### src/rtl/y86_pkg.sv
// Shared Y86-64 encodings for the execute stage:
// instruction codes, status codes, ALU functions and the M-stage bundle.
package y86_pkg;

    localparam logic [3:0] I_HALT   = 4'h0;
    localparam logic [3:0] I_NOP    = 4'h1;
    localparam logic [3:0] I_RRMOVQ = 4'h2;
    localparam logic [3:0] I_IRMOVQ = 4'h3;
    localparam logic [3:0] I_RMMOVQ = 4'h4;
    localparam logic [3:0] I_MRMOVQ = 4'h5;
    localparam logic [3:0] I_OPQ    = 4'h6;
    localparam logic [3:0] I_JXX    = 4'h7;
    localparam logic [3:0] I_CALL   = 4'h8;
    localparam logic [3:0] I_RET    = 4'h9;
    localparam logic [3:0] I_PUSHQ  = 4'hA;
    localparam logic [3:0] I_POPQ   = 4'hB;

    localparam logic [1:0] S_AOK = 2'd0;
    localparam logic [1:0] S_HLT = 2'd1;
    localparam logic [1:0] S_ADR = 2'd2;
    localparam logic [1:0] S_INS = 2'd3;

    localparam logic [3:0] ALU_ADD = 4'h0;
    localparam logic [3:0] ALU_SUB = 4'h1;
    localparam logic [3:0] ALU_AND = 4'h2;
    localparam logic [3:0] ALU_XOR = 4'h3;

    localparam logic [3:0] RNONE = 4'hF;

    typedef struct packed {
        logic [1:0]  stat;
        logic [3:0]  icode;
        logic        cnd;
        logic [63:0] valE;
        logic [63:0] valA;
        logic [3:0]  dstE;
        logic [3:0]  dstM;
    } m_reg_t;

    localparam m_reg_t M_BUBBLE = '{
        stat:  S_AOK,
        icode: I_NOP,
        cnd:   1'b0,
        valE:  64'd0,
        valA:  64'd0,
        dstE:  RNONE,
        dstM:  RNONE
    };

endpackage

### src/rtl/execute_alu.sv
// 64-bit two's-complement ALU with Y86 condition flag generation.
// Unknown function codes yield a zero result with OF clear.
module alu
    import y86_pkg::*;
(
    input  logic [63:0] alu_a_i,
    input  logic [63:0] alu_b_i,
    input  logic [3:0]  fun_i,
    output logic [63:0] result_o,
    output logic        zf_o,
    output logic        sf_o,
    output logic        of_o
);

    logic sa, sb, sr;

    assign sa = alu_a_i[63];
    assign sb = alu_b_i[63];
    assign sr = result_o[63];

    always_comb begin
        result_o = 64'd0;
        of_o     = 1'b0;
        case (fun_i)
            ALU_ADD: begin
                result_o = alu_b_i + alu_a_i;
                of_o     = (sa == sb) && (sr != sa);
            end
            ALU_SUB: begin
                result_o = alu_b_i - alu_a_i;
                of_o     = (sa != sb) && (sr != sb);
            end
            ALU_AND: result_o = alu_b_i & alu_a_i;
            ALU_XOR: result_o = alu_b_i ^ alu_a_i;
            default: result_o = 64'd0;
        endcase
    end

    assign zf_o = (result_o == 64'd0);
    assign sf_o = result_o[63];

endmodule

### src/rtl/execute.sv
// Y86-64 pipeline execute stage: operand select, ALU, condition codes,
// branch/cmov condition and the E->M pipeline register.
module execute
    import y86_pkg::*;
(
    input  logic        clk,
    input  logic        rst_n,
    input  logic [1:0]  E_stat,
    input  logic [3:0]  E_icode,
    input  logic [3:0]  E_ifun,
    input  logic [63:0] E_valC,
    input  logic [63:0] E_valA,
    input  logic [63:0] E_valB,
    input  logic [3:0]  E_dstE,
    input  logic [3:0]  E_dstM,
    input  logic        M_bubble,
    input  logic [1:0]  m_stat,
    input  logic [1:0]  W_stat,
    output logic [63:0] e_valE,
    output logic [3:0]  e_dstE,
    output logic        e_Cnd,
    output logic [1:0]  M_stat,
    output logic [3:0]  M_icode,
    output logic        M_Cnd,
    output logic [63:0] M_valE,
    output logic [63:0] M_valA,
    output logic [3:0]  M_dstE,
    output logic [3:0]  M_dstM,
    output logic        ZF,
    output logic        SF,
    output logic        OF
);

    logic [63:0] alu_a, alu_b;
    logic [3:0]  alu_fun;
    logic        new_zf, new_sf, new_of;
    logic        set_cc;
    logic        zf_q, sf_q, of_q;
    m_reg_t      m_d, m_q;

    always_comb begin
        alu_a = 64'd0;
        case (E_icode)
            I_RRMOVQ, I_OPQ:           alu_a = E_valA;
            I_IRMOVQ, I_RMMOVQ,
            I_MRMOVQ:                  alu_a = E_valC;
            I_CALL, I_PUSHQ:           alu_a = 64'hFFFF_FFFF_FFFF_FFF8;
            I_RET, I_POPQ:             alu_a = 64'd8;
            default:                   alu_a = 64'd0;
        endcase
    end

    always_comb begin
        alu_b = 64'd0;
        case (E_icode)
            I_RMMOVQ, I_MRMOVQ, I_OPQ,
            I_CALL, I_RET,
            I_PUSHQ, I_POPQ:           alu_b = E_valB;
            default:                   alu_b = 64'd0;
        endcase
    end

    assign alu_fun = (E_icode == I_OPQ) ? E_ifun : ALU_ADD;

    alu u_alu (
        .alu_a_i  (alu_a),
        .alu_b_i  (alu_b),
        .fun_i    (alu_fun),
        .result_o (e_valE),
        .zf_o     (new_zf),
        .sf_o     (new_sf),
        .of_o     (new_of)
    );

    // CC only latches for defined OPq functions while no later stage faulted
    assign set_cc = (E_icode == I_OPQ) && (E_ifun <= ALU_XOR)
                 && (m_stat == S_AOK) && (W_stat == S_AOK);

    always_comb begin
        e_Cnd = 1'b0;
        case (E_ifun)
            4'd0:    e_Cnd = 1'b1;
            4'd1:    e_Cnd = (sf_q ^ of_q) | zf_q;
            4'd2:    e_Cnd = sf_q ^ of_q;
            4'd3:    e_Cnd = zf_q;
            4'd4:    e_Cnd = !zf_q;
            4'd5:    e_Cnd = !(sf_q ^ of_q);
            4'd6:    e_Cnd = !(sf_q ^ of_q) && !zf_q;
            default: e_Cnd = 1'b0;
        endcase
    end

    assign e_dstE = (E_icode == I_RRMOVQ && !e_Cnd) ? RNONE : E_dstE;

    always_ff @(posedge clk or negedge rst_n) begin
        if (!rst_n) begin
            zf_q <= 1'b1;
            sf_q <= 1'b0;
            of_q <= 1'b0;
        end else if (set_cc) begin
            zf_q <= new_zf;
            sf_q <= new_sf;
            of_q <= new_of;
        end
    end

    always_comb begin
        m_d = M_BUBBLE;
        if (!M_bubble) begin
            m_d.stat  = E_stat;
            m_d.icode = E_icode;
            m_d.cnd   = e_Cnd;
            m_d.valE  = e_valE;
            m_d.valA  = E_valA;
            m_d.dstE  = e_dstE;
            m_d.dstM  = E_dstM;
        end
    end

    always_ff @(posedge clk or negedge rst_n) begin
        if (!rst_n) m_q <= M_BUBBLE;
        else        m_q <= m_d;
    end

    assign M_stat  = m_q.stat;
    assign M_icode = m_q.icode;
    assign M_Cnd   = m_q.cnd;
    assign M_valE  = m_q.valE;
    assign M_valA  = m_q.valA;
    assign M_dstE  = m_q.dstE;
    assign M_dstM  = m_q.dstM;

    assign ZF = zf_q;
    assign SF = sf_q;
    assign OF = of_q;

endmodule

### config.mk
export PLATFORM = sky130hd
export DESIGN_NAME = execute
export DESIGN_NICKNAME = d
export VERILOG_FILES = /design/src/rtl/y86_pkg.sv /design/src/rtl/execute_alu.sv /design/src/rtl/execute.sv
export SDC_FILE = /design/constraint.sdc
export NUM_CORES = 1
export LEC_CHECK = 0
export BUFFER_PORTS_ARGS = -buffer_cell sky130_fd_sc_hd__buf_4
export CELL_PAD_IN_SITES_DETAIL_PLACEMENT = 1
export CELL_PAD_IN_SITES_GLOBAL_PLACEMENT = 1
export CORE_ASPECT_RATIO = 0.5
export CORE_MARGIN = 4
export CORE_UTILIZATION = 39
export DETAILED_ROUTE_END_ITERATION = 8
export PLACE_DENSITY_LB_ADDON = 0.05
export REMOVE_ABC_BUFFERS = 1
export SETUP_SLACK_MARGIN = 0.3
export SLEW_MARGIN = 30
export SYNTH_ARGS = -nofsm -noshare
export SYNTH_HDL_FRONTEND = slang
export SYNTH_SLANG_ARGS = --single-unit
### constraint.sdc
create_clock -name clk -period 7.1 [get_ports clk]
set_input_delay 0.71 -clock clk [delete_from_list [all_inputs] [get_ports clk]]
set_output_delay 0.71 -clock clk [all_outputs]
set_load 0.01 [all_outputs]
After elaboration in Yosys (flattened, before gate mapping)
Cells that the tools add are included.
{"block": "classes", "add_sub_neg": 2, "magnitude_cmp": 1, "eq_ne": 22, "mux": 8, "bitwise": 4, "n_reduce_logical": 20}
{"operator": "$pmux W64 S4", "count": 2}
{"operator": "$mux W143", "count": 1}
{"operator": "$add A64 B64 Y64", "count": 1}
{"operator": "$and A64 B64 Y64", "count": 1}
{"operator": "$logic_not A64 Y1", "count": 1}
{"operator": "$mux W64", "count": 1}
{"operator": "$sub A64 B64 Y64", "count": 1}
{"operator": "$xor A64 B64 Y64", "count": 1}
{"operator": "$eq A4 B2 Y1 const B", "count": 6}
{"operator": "$eq A4 B3 Y1 const B", "count": 6}
{"operator": "$eq A4 B4 Y1 const B", "count": 4}
{"operator": "$eq A4 B1 Y1 const B", "count": 2}
{"operator": "$logic_not A4 Y1", "count": 2}
{"operator": "$mux W4", "count": 2}
{"operator": "$logic_and A1 B1 Y1", "count": 7}
{"operator": "$pmux W1 S7", "count": 1}
{"operator": "$reduce_or A7 Y1", "count": 1}
{"operator": "$reduce_or A2 Y1", "count": 3}
{"operator": "$le A4 B2 Y1 const B", "count": 1}
{"operator": "$logic_not A2 Y1", "count": 2}
{"operator": "$logic_not A1 Y1", "count": 3}
{"operator": "$ne A1 B1 Y1", "count": 3}
{"operator": "$reduce_or A3 Y1", "count": 1}
{"operator": "$pmux W1 S2", "count": 1}
{"operator": "other kinds (3)", "count": 3}
{"block": "word_totals", "register_bits": 146, "input_bits": 217, "output_inout_bits": 215, "elab_cells": 67}

Logic depth before layout (Yosys ltp)
Gate-level depths: netlist of run 1.
{"block": "logic_depth", "depth_word": 8, "mapped_depth": 30, "depth_no_buf": 25}

Cells and area by module
From an unflattened synthesis of run 1, not the netlist that was laid out.
{"block": "hier_totals", "hier_cells": 1661, "area_unflattened_um2": 14401.3}
{"mod": "alu", "n_inst": 1, "cells_per_inst": 1160, "area_per_inst_um2": 8260.4, "seq_area_each_um2": 0.0}
{"mod": "execute", "n_inst": 1, "cells_per_inst": 501, "area_per_inst_um2": 6140.9, "seq_area_each_um2": 3666.0}

Least setup slack after synthesis of run 1
No wires, ideal clock.
{"block": "synth_path", "path_type": "input -> output", "startpoint": "input port E_icode[3]", "endpoint": "output port e_valE[63]", "arrival_ns": 5.317, "t_required_ns": 6.390, "path_slack_ns": 1.073, "cell_stages": 24, "path_buffers": 6, "cell_sequence": "buf_2 -> buf_1 -> clkbuf_1 -> clkbuf_1 -> o31a_1 -> nand3_1 -> nor2_1 -> nand2b_1 -> nor4_2 -> a21oi_1 -> xnor2_1 -> ha_1 -> clkbuf_1 -> a21o_1 -> a21o_1 -> a21oi_1 -> o21ai_0 -> a31oi_1 -> o211ai_1 -> o31ai_1 -> xnor2_2 -> a21oi_1 -> inv_1 -> buf_4"}
{"block": "synth_via", "elab_chain_cells": 5, "word_cells_on_any_way": 26, "cone_classes": "add/sub: 2; eq/ne: 12; mux: 4; bitwise: 2; reduce/logical: 6"}
{"element": "start: declaration", "line": "execute.sv:9", "rtl": "input logic [3:0] E_icode,"}
{"element": "$eq A4 B3 Y1 (tied with other cells)", "line": "execute.sv:43, execute.sv:55"}
{"element": "$reduce_or A3 Y1 (tied with other cells)", "line": "execute.sv:43", "rtl": "case (E_icode)"}
{"element": "$pmux W64 S4 / $mux W64 (equally long branches)", "line": "execute.sv:43, execute.sv:55"}
{"element": "$sub A64 B64 Y64 (tied with other cells)", "line": "execute_alu.sv:30", "rtl": "result_o = alu_b_i - alu_a_i;"}
{"element": "$pmux W64 S4 (*)", "line": "execute_alu.sv:24", "rtl": "case (fun_i)"}
{"element": "end: declaration", "line": "execute.sv:19", "rtl": "output logic [63:0] e_valE,"}
Every way passes the cells marked *; elsewhere a longest branch is shown, timed or not.

Worst setup path in the final report of run 1
{"block": "layout_path", "startpoint": "input port E_icode[2]", "endpoint": "output port e_valE[63]"}
Same word-level chain as after synthesis.

==> key figures, run 1 <==
Floorplan
  • I/O pin cnt: 432
  • Die area: 0.0416 mm^2
  • Initial Utilization: 0.397
  • DIE HEIGHT: ~150 um
  • Core Box Area: 0.0375 mm^2
  • Die X: about 280 um
  • # rows: 50

Timing
  • Setup tns final: 0 ns
  • Worst-margin pin slew: 0.931 ns
  • Max transition margin: 0.373
  • Slew Viols, Final: 0
  • Final Hold Fails: 0
  • Fin crit period: around 6.5 ns
  • Setup violators final: 0
  • RSZ-0062 raised after global routing: yes
  • Period Utilization, post-route: 0.919
  • F_max: 0.153 GHz
  • Clock skew: ~0.018 ns

Drt
  • Drt total wl: 66500 um
  • 1st-pass router iterations: 6
  • Drt wl/cell: approximately 24 um
  • DRT iter0 DRCs: 1186
  • Vias per inst: about 5.8
  • DRC viols: 0
  • Vias: roughly 16000
  • Final ANT Viol Nets: 0

Critical path
  • Crit. End Element: primary output
  • Crit path launch: E_icode[2]
  • Worst R2R Path Depth: 7
  • Worst Setup Start Kind: input port
  • Required time worst endpoint: 6.39 ns
  • Crit Path Category: in -> out
  • Worst r2r dst: M_dstE[2]
  • Slowest CP cell: nor2b_1
  • Worst R2R Start: SF
  • Worst Path Max Fanout: 29
  • Data arrival, critical path: just under 6 ns
  • R2R Setup Slk: 4.90 ns
  • CP max stage delay: about 0.39 ns

CTS
  • CTS Root Cell: clkbuf_16
  • CTS Sinks: approximately 150
  • H-tree depth: 4
  • Clock-pin slew on the worst setup and hold paths: 0.09 ns
  • CTS tree: done
  • Clock Tree Buf Depth: 2
  • Later-pin clock latency in the skew report: 0.47 ns
  • Cts bufs inserted: 17
  • Hold Buf Count CTS: 0

GRT
  • Routing usage on met3: 0.0415
  • Largest net degree at the start of global routing: 81
  • Gr usage total: 0.310
  • GRT busiest layer: met2
  • GR Util met1: 0.408
  • Initial antenna violation count: 1
  • Met2 GRT Util: 0.544
  • Vias in the first global route: 16700
  • First-pass GRT wire length: roughly 100000 um
  • Grt ovf: 0

Pwr
  • Pwr/cell area: about 180 mW/mm^2
  • Internal Power: 2.16 mW
  • Comb pwr share: 0.461
  • Clock power share: 0.282
  • Switching power share of the total: 0.405
  • Sw Pwr: 1.47 mW
  • Cell leakage power: 9.54 nW
  • Worst VDD drop: about 0.13 mV
  • Reg power frac: 0.256

Placement
  • Final Wtd Congestion: 0.904
  • Port Buf Inserts: around 430
  • Placed cell areas: 0.0188 mm^2
  • DP Wirelength: ~52000 um

Logic synthesis
  • Async SR Flop Fraction: 1.00
  • Yosys top cell area share: 0.228
  • Synth top area cells: dfrtp_1 23%, ha_1 10%, a21oi_1 5.5%, xnor2_1 4.8%, nor2b_1 4.6%
  • Post-synth design cell area: 0.0149 mm^2
  • Synth warn: 0
  • EDFF count, synth: 0
  • Top_reg_cell synth: dfrtp_1
  • Synth cell types: 90
  • Cell taking the most area after synthesis: dfrtp_1
  • Mapped Avg Cell Area: 7.93 um^2
  • Synth Instances: 1881
  • Post-synthesis sequential area ratio: 0.246
  • Synth Register Bits: 146

Worst hold path
  • Hold Crit Class: in -> async

Run
  • Max Cap Viol: 0

Cells and area
  • Final Cell Area: 0.0199 mm^2
  • Net count, final: ~2600
  • Fin util: 0.531
  • Layout cells sized above 1: 0.296
  • Synthesis-to-layout area growth: 33.6%

Status
  • Status: complete, no violations
-- how the worst max path moves through the flow --
stage	endpoint
after floorplan	e_valE[44]
after global placement	e_valE[63]
after detailed placement	ZF
after CTS	e_valE[62]
after global routing	e_valE[63]
final	e_valE[63]
-- per-stage QoR --
step           setup slack [ns]  total power [mW]  instances  hold slack [ns]
2_1_floorplan            -0.796              1.78       1737            0.414
6_report                  0.576              3.62       2806            0.267
3_3_place_gp              0.114              2.55       2758            0.509
5_1_grt                   0.219              3.82       2806            0.345
3_5_place_dp             0.0108              2.56       2758            0.511
4_1_cts                   0.284              3.60       2792            0.329
-- power groups by stage --
| stage | logic [mW] | clock network, mW | registers [mW] |
|---|---|---|---|
| detailed placement | 1.62 | 0 | 0.946 |
| global route | 1.81 | 1.07 | 0.937 |
| finish | 1.67 | 1.02 | 0.929 |
| CTS | 1.64 | 1.04 | 0.930 |
| floorplan | 0.791 | 0 | 0.986 |
| global placement | 1.60 | 0 | 0.943 |
-- synthesized netlist by cell type (24+ instances only) --
library cell and number:
nand4_1 25, buf_2 24, and2_1 68, nor2b_1 110, a21o_1 28, nor3_1 59, a221oi_1 46, nor2_1 125
o21ai_0 71, nand2_1 125, a21oi_1 165, clkbuf_1 89, dfrtp_1 136, ha_1 125, inv_1 79, nand2b_1 32
a22oi_1 26, nand3_1 31, xnor2_1 82, a31oi_1 29, xor2_1 34
-- cells by family (layout without fill, tap and decap cells) --
logic type	Yosys count	count (layout)	synth area share
buffers and inverters	225	654	0.0659
adder cells (fa/ha/maj)	127	127	0.107
flip-flops	146	146	0.246
XOR/XNOR	117	117	0.0692
other	0	1	0
AO/OA/AOI/OAI	549	549	0.246
multiplexers	18	18	0.0123
AND/OR/NAND/NOR	699	700	0.253
-- metal layers --
layer | wire length [um] | vias up
li1 | - | 7673
met1 | 29300 | 8101
met2 | 32600 | 445
met3 | 3050 | 86
met4 | 1510 | 0
met5 | 0 | -
-- final cells by class --
cell class,count,area [um^2]
Timing Repair Buffer,541,4130
Fill cell,4607,17600
Clock buffer,17,425
Multi-Input combinational cell,1511,10600
Tap cell,494,618
Clock inverter,15,193
Antenna cell,1,2.50
Inverter,81,309
Sequential cell,146,3670
-- sequential cells by signal (all words and copies together) (netlist names) --
signal,cells
M_Cnd,1
M_dstE,4
M_dstM,4
M_icode,4
M_stat,2
M_valA,64
M_valE,64
OF,1
SF,1
ZF,1
-- repair_timing --
item | CTS | global route
cloned | 0 | 1
endpoints found under the setup margin | 10 | 32
pin swaps | 1 | 21
hold endpoints to repair | 0 | 0
resized for setup | 16 | 68
setup buffers | 2 | 12
-- cells in the final DEF, fill, tap and decap left out, types with 12 or more instances in the layout --
cell         n
buf_4      530
a21oi_1    157
dfrtp_1    136
nand2_1    124
ha_1       122
nor2_1     117
nor2b_1    109
xnor2_1     82
inv_1       79
and2_1      68
o21ai_0     66
nor3_1      55
a221oi_1    44
xor2_1      34
nand2b_1    30
nand3_1     29
a31oi_1     29
a21o_1      28
a22oi_1     26
nand4_1     25
or2_2       22
and3_1      22
o21ai_1     19
o22ai_1     19
a222oi_1    18
nand3b_1    17
clkbuf_16   17
mux2i_1     15
o21a_1      13
a311oi_1    12
-- worst max-delay path, delay by kind of cell --
| kind | cells | cell delay, ns |
|---|---|---|
| AOI/OAI and AO/OA | 6 | 1.58 |
| xor gates and xnor gates | 2 | 0.23 |
| buffers and inverters | 7 | 1.10 |
| and+or+nand+nor | 10 | 1.86 |
| adders and majority gates | 1 | 0.29 |
Note: power is estimated with default switching activity, not from simulation.
==> run 2, diff against run 1 <==
--- a/config.mk
+++ b/config.mk
@@ -11,6 +11,7 @@
 export CORE_ASPECT_RATIO = 0.5
 export CORE_MARGIN = 4
 export CORE_UTILIZATION = 39
+export CTS_BUF_LIST = sky130_fd_sc_hd__clkbuf_8
 export DETAILED_ROUTE_END_ITERATION = 8
 export PLACE_DENSITY_LB_ADDON = 0.05
 export REMOVE_ABC_BUFFERS = 1
==> key figures, run 2 (synthesis results as in run 1) <==
GRT
  • Vias in the first global route: 16800 (was 16700)
  • Grt ovf: 0 (unchanged)
  • First-pass GRT wire length: 101000 um (about the same)
  • Gr usage total: 0.310 (about the same)
  • Largest net degree at the start of global routing: 81 (unchanged)
  • Initial antenna violation count: 2 (was 1)

Timing
  • Setup violators final: 0 (unchanged)
  • Max transition margin: 0.411 (was 0.373)
  • Slew Viols, Final: 0 (unchanged)
  • Worst setup margin: 0.519 ns (was 0.576 ns)
  • F_max: 0.152 GHz (was 0.153 GHz)
  • Clock skew: 0.0332 ns (was 0.0184 ns)
  • Worst-margin pin slew: 0.875 ns (was 0.931 ns)
  • Setup tns final: 0 ns (unchanged)
  • Final Hold Fails: 0 (unchanged)
  • Period Utilization, post-route: 0.927 (was 0.919)
  • Fin Hold WS: 0.195 ns (was 0.267 ns)
  • RSZ-0062 raised after global routing: yes (unchanged)
  • Fin crit period: 6.58 ns (was 6.52 ns)

Drt
  • Vias per inst: 5.83 (was 5.81)
  • Final ANT Viol Nets: 0 (unchanged)
  • Vias: 16400 (was 16300)
  • DRC viols: 0 (unchanged)
  • Drt wl/cell: 23.8 um (was 23.7 um)
  • Drt total wl: 66800 um (was 66500 um)
  • 1st-pass router iterations: 7 (was 6)
  • DRT iter0 DRCs: 1183 (was 1186)

Cells and area
  • Final Cell Area: 0.0198 mm^2 (was 0.0199 mm^2)
  • Commonest non-fill, non-tap cells in the layout: 535 x buf_4, 157 x a21oi_1, 136 x dfrtp_1, 124 x nand2_1, 123 x ha_1 (was 530 x buf_4, 157 x a21oi_1, 136 x dfrtp_1, 124 x nand2_1, 122 x ha_1)
  • Fin util: 0.527 (was 0.531)
  • Net count, final: 2646 (was 2641)
  • Layout cells sized above 1: 0.297 (was 0.296)
  • Synthesis-to-layout area growth: 32.5% (was 33.6%)
  • Most common cell after layout, fill and taps aside: buf_4 (unchanged)

Pwr
  • Switching power share of the total: 0.425 (was 0.405)
  • Worst VDD drop: 0.0933 mV (was 0.128 mV)
  • Cell leakage power: 9.49 nW (was 9.54 nW)
  • Reg power frac: 0.274 (was 0.256)
  • Comb pwr share: 0.494 (was 0.461)
  • Sw Pwr: 1.44 mW (was 1.47 mW)
  • Pwr/cell area: 172 mW/mm^2 (was 182 mW/mm^2)
  • Clock power share: 0.232 (was 0.282)
  • Internal Power: 1.95 mW (was 2.16 mW)

Run
  • Max Cap Viol: 0 (unchanged)

Critical path
  • Crit Path Category: in -> out (unchanged)
  • Worst Setup Start Kind: input port (unchanged)
  • Worst R2R Start: SF (unchanged)
  • Crit path launch: E_icode[0] (was E_icode[2])
  • Crit. End Element: primary output (unchanged)
  • Required time worst endpoint: 6.39 ns (about the same)
  • Data arrival, critical path: 5.87 ns (was 5.81 ns)
  • Worst Path Max Fanout: 23 (was 29)

Floorplan
  • Core Box Area: 0.0375 mm^2 (unchanged)
  • Die area: 0.0416 mm^2 (unchanged)
  • Initial Utilization: 0.397 (unchanged)
  • I/O pin cnt: 432 (unchanged)
  • # rows: 50 (unchanged)
  • Die X: 285 um (unchanged)
  • DIE HEIGHT: 146 um (unchanged)

CTS
  • Later-pin clock latency in the skew report: 0.53 ns (was 0.47 ns)
  • Clock-pin slew on the worst setup and hold paths: 0.12 ns (was 0.09 ns)
  • H-tree depth: 4 (unchanged)
  • Clock Tree Buf Depth: 2 (unchanged)
  • Hold Buf Count CTS: 0 (unchanged)
  • CTS Root Cell: clkbuf_8 (was clkbuf_16)
  • CTS Sinks: 146 (unchanged)
  • CTS tree: done (unchanged)
  • Cts bufs inserted: 17 (unchanged)

Placement
  • Final Wtd Congestion: 0.904 (unchanged)
  • Pre-CTS setup slack: 0.0108 ns (unchanged)
  • Placed cell areas: 0.0188 mm^2 (unchanged)
  • Port Buf Inserts: 431 (unchanged)
  • DP Wirelength: 52400 um (unchanged)

Worst hold path
  • Hold Crit Class: in -> async (unchanged)

Status
  • Status: complete, no violations (unchanged)
## run 2: changes by cell type in the layout (fill, tap and decap cells not counted), moves of 2 or more
cell / previous run / this run
o21ai_0: 66 / 64
buf_4: 530 / 535
clkbuf_16: 17 / 0
clkbuf_8: 0 / 17
o21ai_1: 19 / 22
## run 2: stage by stage
stage               total power, mW  instances
floorplan                      1.78       1737
global placement               2.55       2758
detailed placement             2.56       2758
CTS                            3.37       2790
global route                   3.59       2811
finish                         3.39       2811
## run 2: metal layers
metal	share of wire	up-vias	global-route usage
li1	-	7672	-
met1	0.44	8127	0.405
met2	0.49	495	0.548
met3	0.048	103	0.0393
met4	0.024	2	0.0759
met5	0.00019	-	0
## run 2: cell type report
type                            instances  area (um^2)
Antenna cell                            1         2.50
Clock buffer                           17          234
Clock inverter                         15          193
Fill cell                            4640        17800
Inverter                               81          309
Multi-Input combinational cell       1511        10600
Sequential cell                       146         3670
Tap cell                              494          618
Timing Repair Buffer                  546         4160
## run 2: critical path, stage by stage
cell	delay, ns
buf_8	0.14
nor2b_4	0.16
buf_4	0.15
a22o_1	0.20
a211oi_2	0.26
and4_1	0.26
nand4b_1	0.21
nand3b_1	0.37
buf_6	0.21
o31ai_2	0.22
xor2_1	0.28
ha_4	0.29
a21oi_4	0.18
o21ai_1	0.12
a311oi_1	0.30
buf_4	0.19
o211ai_1	0.12
o211ai_4	0.28
o211ai_1	0.22
o31ai_2	0.31
buf_4	0.18
xnor2_2	0.09
a21oi_2	0.17
inv_1	0.08
buf_4	0.15
## run 2: repair_timing
action                     in CTS  in global routing
resized for setup              16                 69
pin swaps                       0                 22
setup endpoints to repair      10                 32
buffers inserted                0                 19
gates cloned                    0                  1
## run 2: worst paths after layout
path	endpoint	slack, ns	depth (start not counted)
min in group clk	M_dstM[0]	0.37	2
max	e_valE[63]	0.52	25
min reg2reg	ZF	0.53	2
max reg2reg	M_dstE[2]	4.90	7
min	M_valA[42]	0.19	1
max in group asynchronous	M_valA[29]	5.61	2
## run 2: power groups by stage
stage / Combinational, mW / Sequential [mW] / Clock, mW
after detailed placement: 1.62 / 0.946 / 0
after floorplan: 0.791 / 0.986 / 0
final: 1.68 / 0.929 / 0.785
after global placement: 1.60 / 0.943 / 0
after global routing: 1.82 / 0.937 / 0.835
after CTS: 1.63 / 0.930 / 0.805
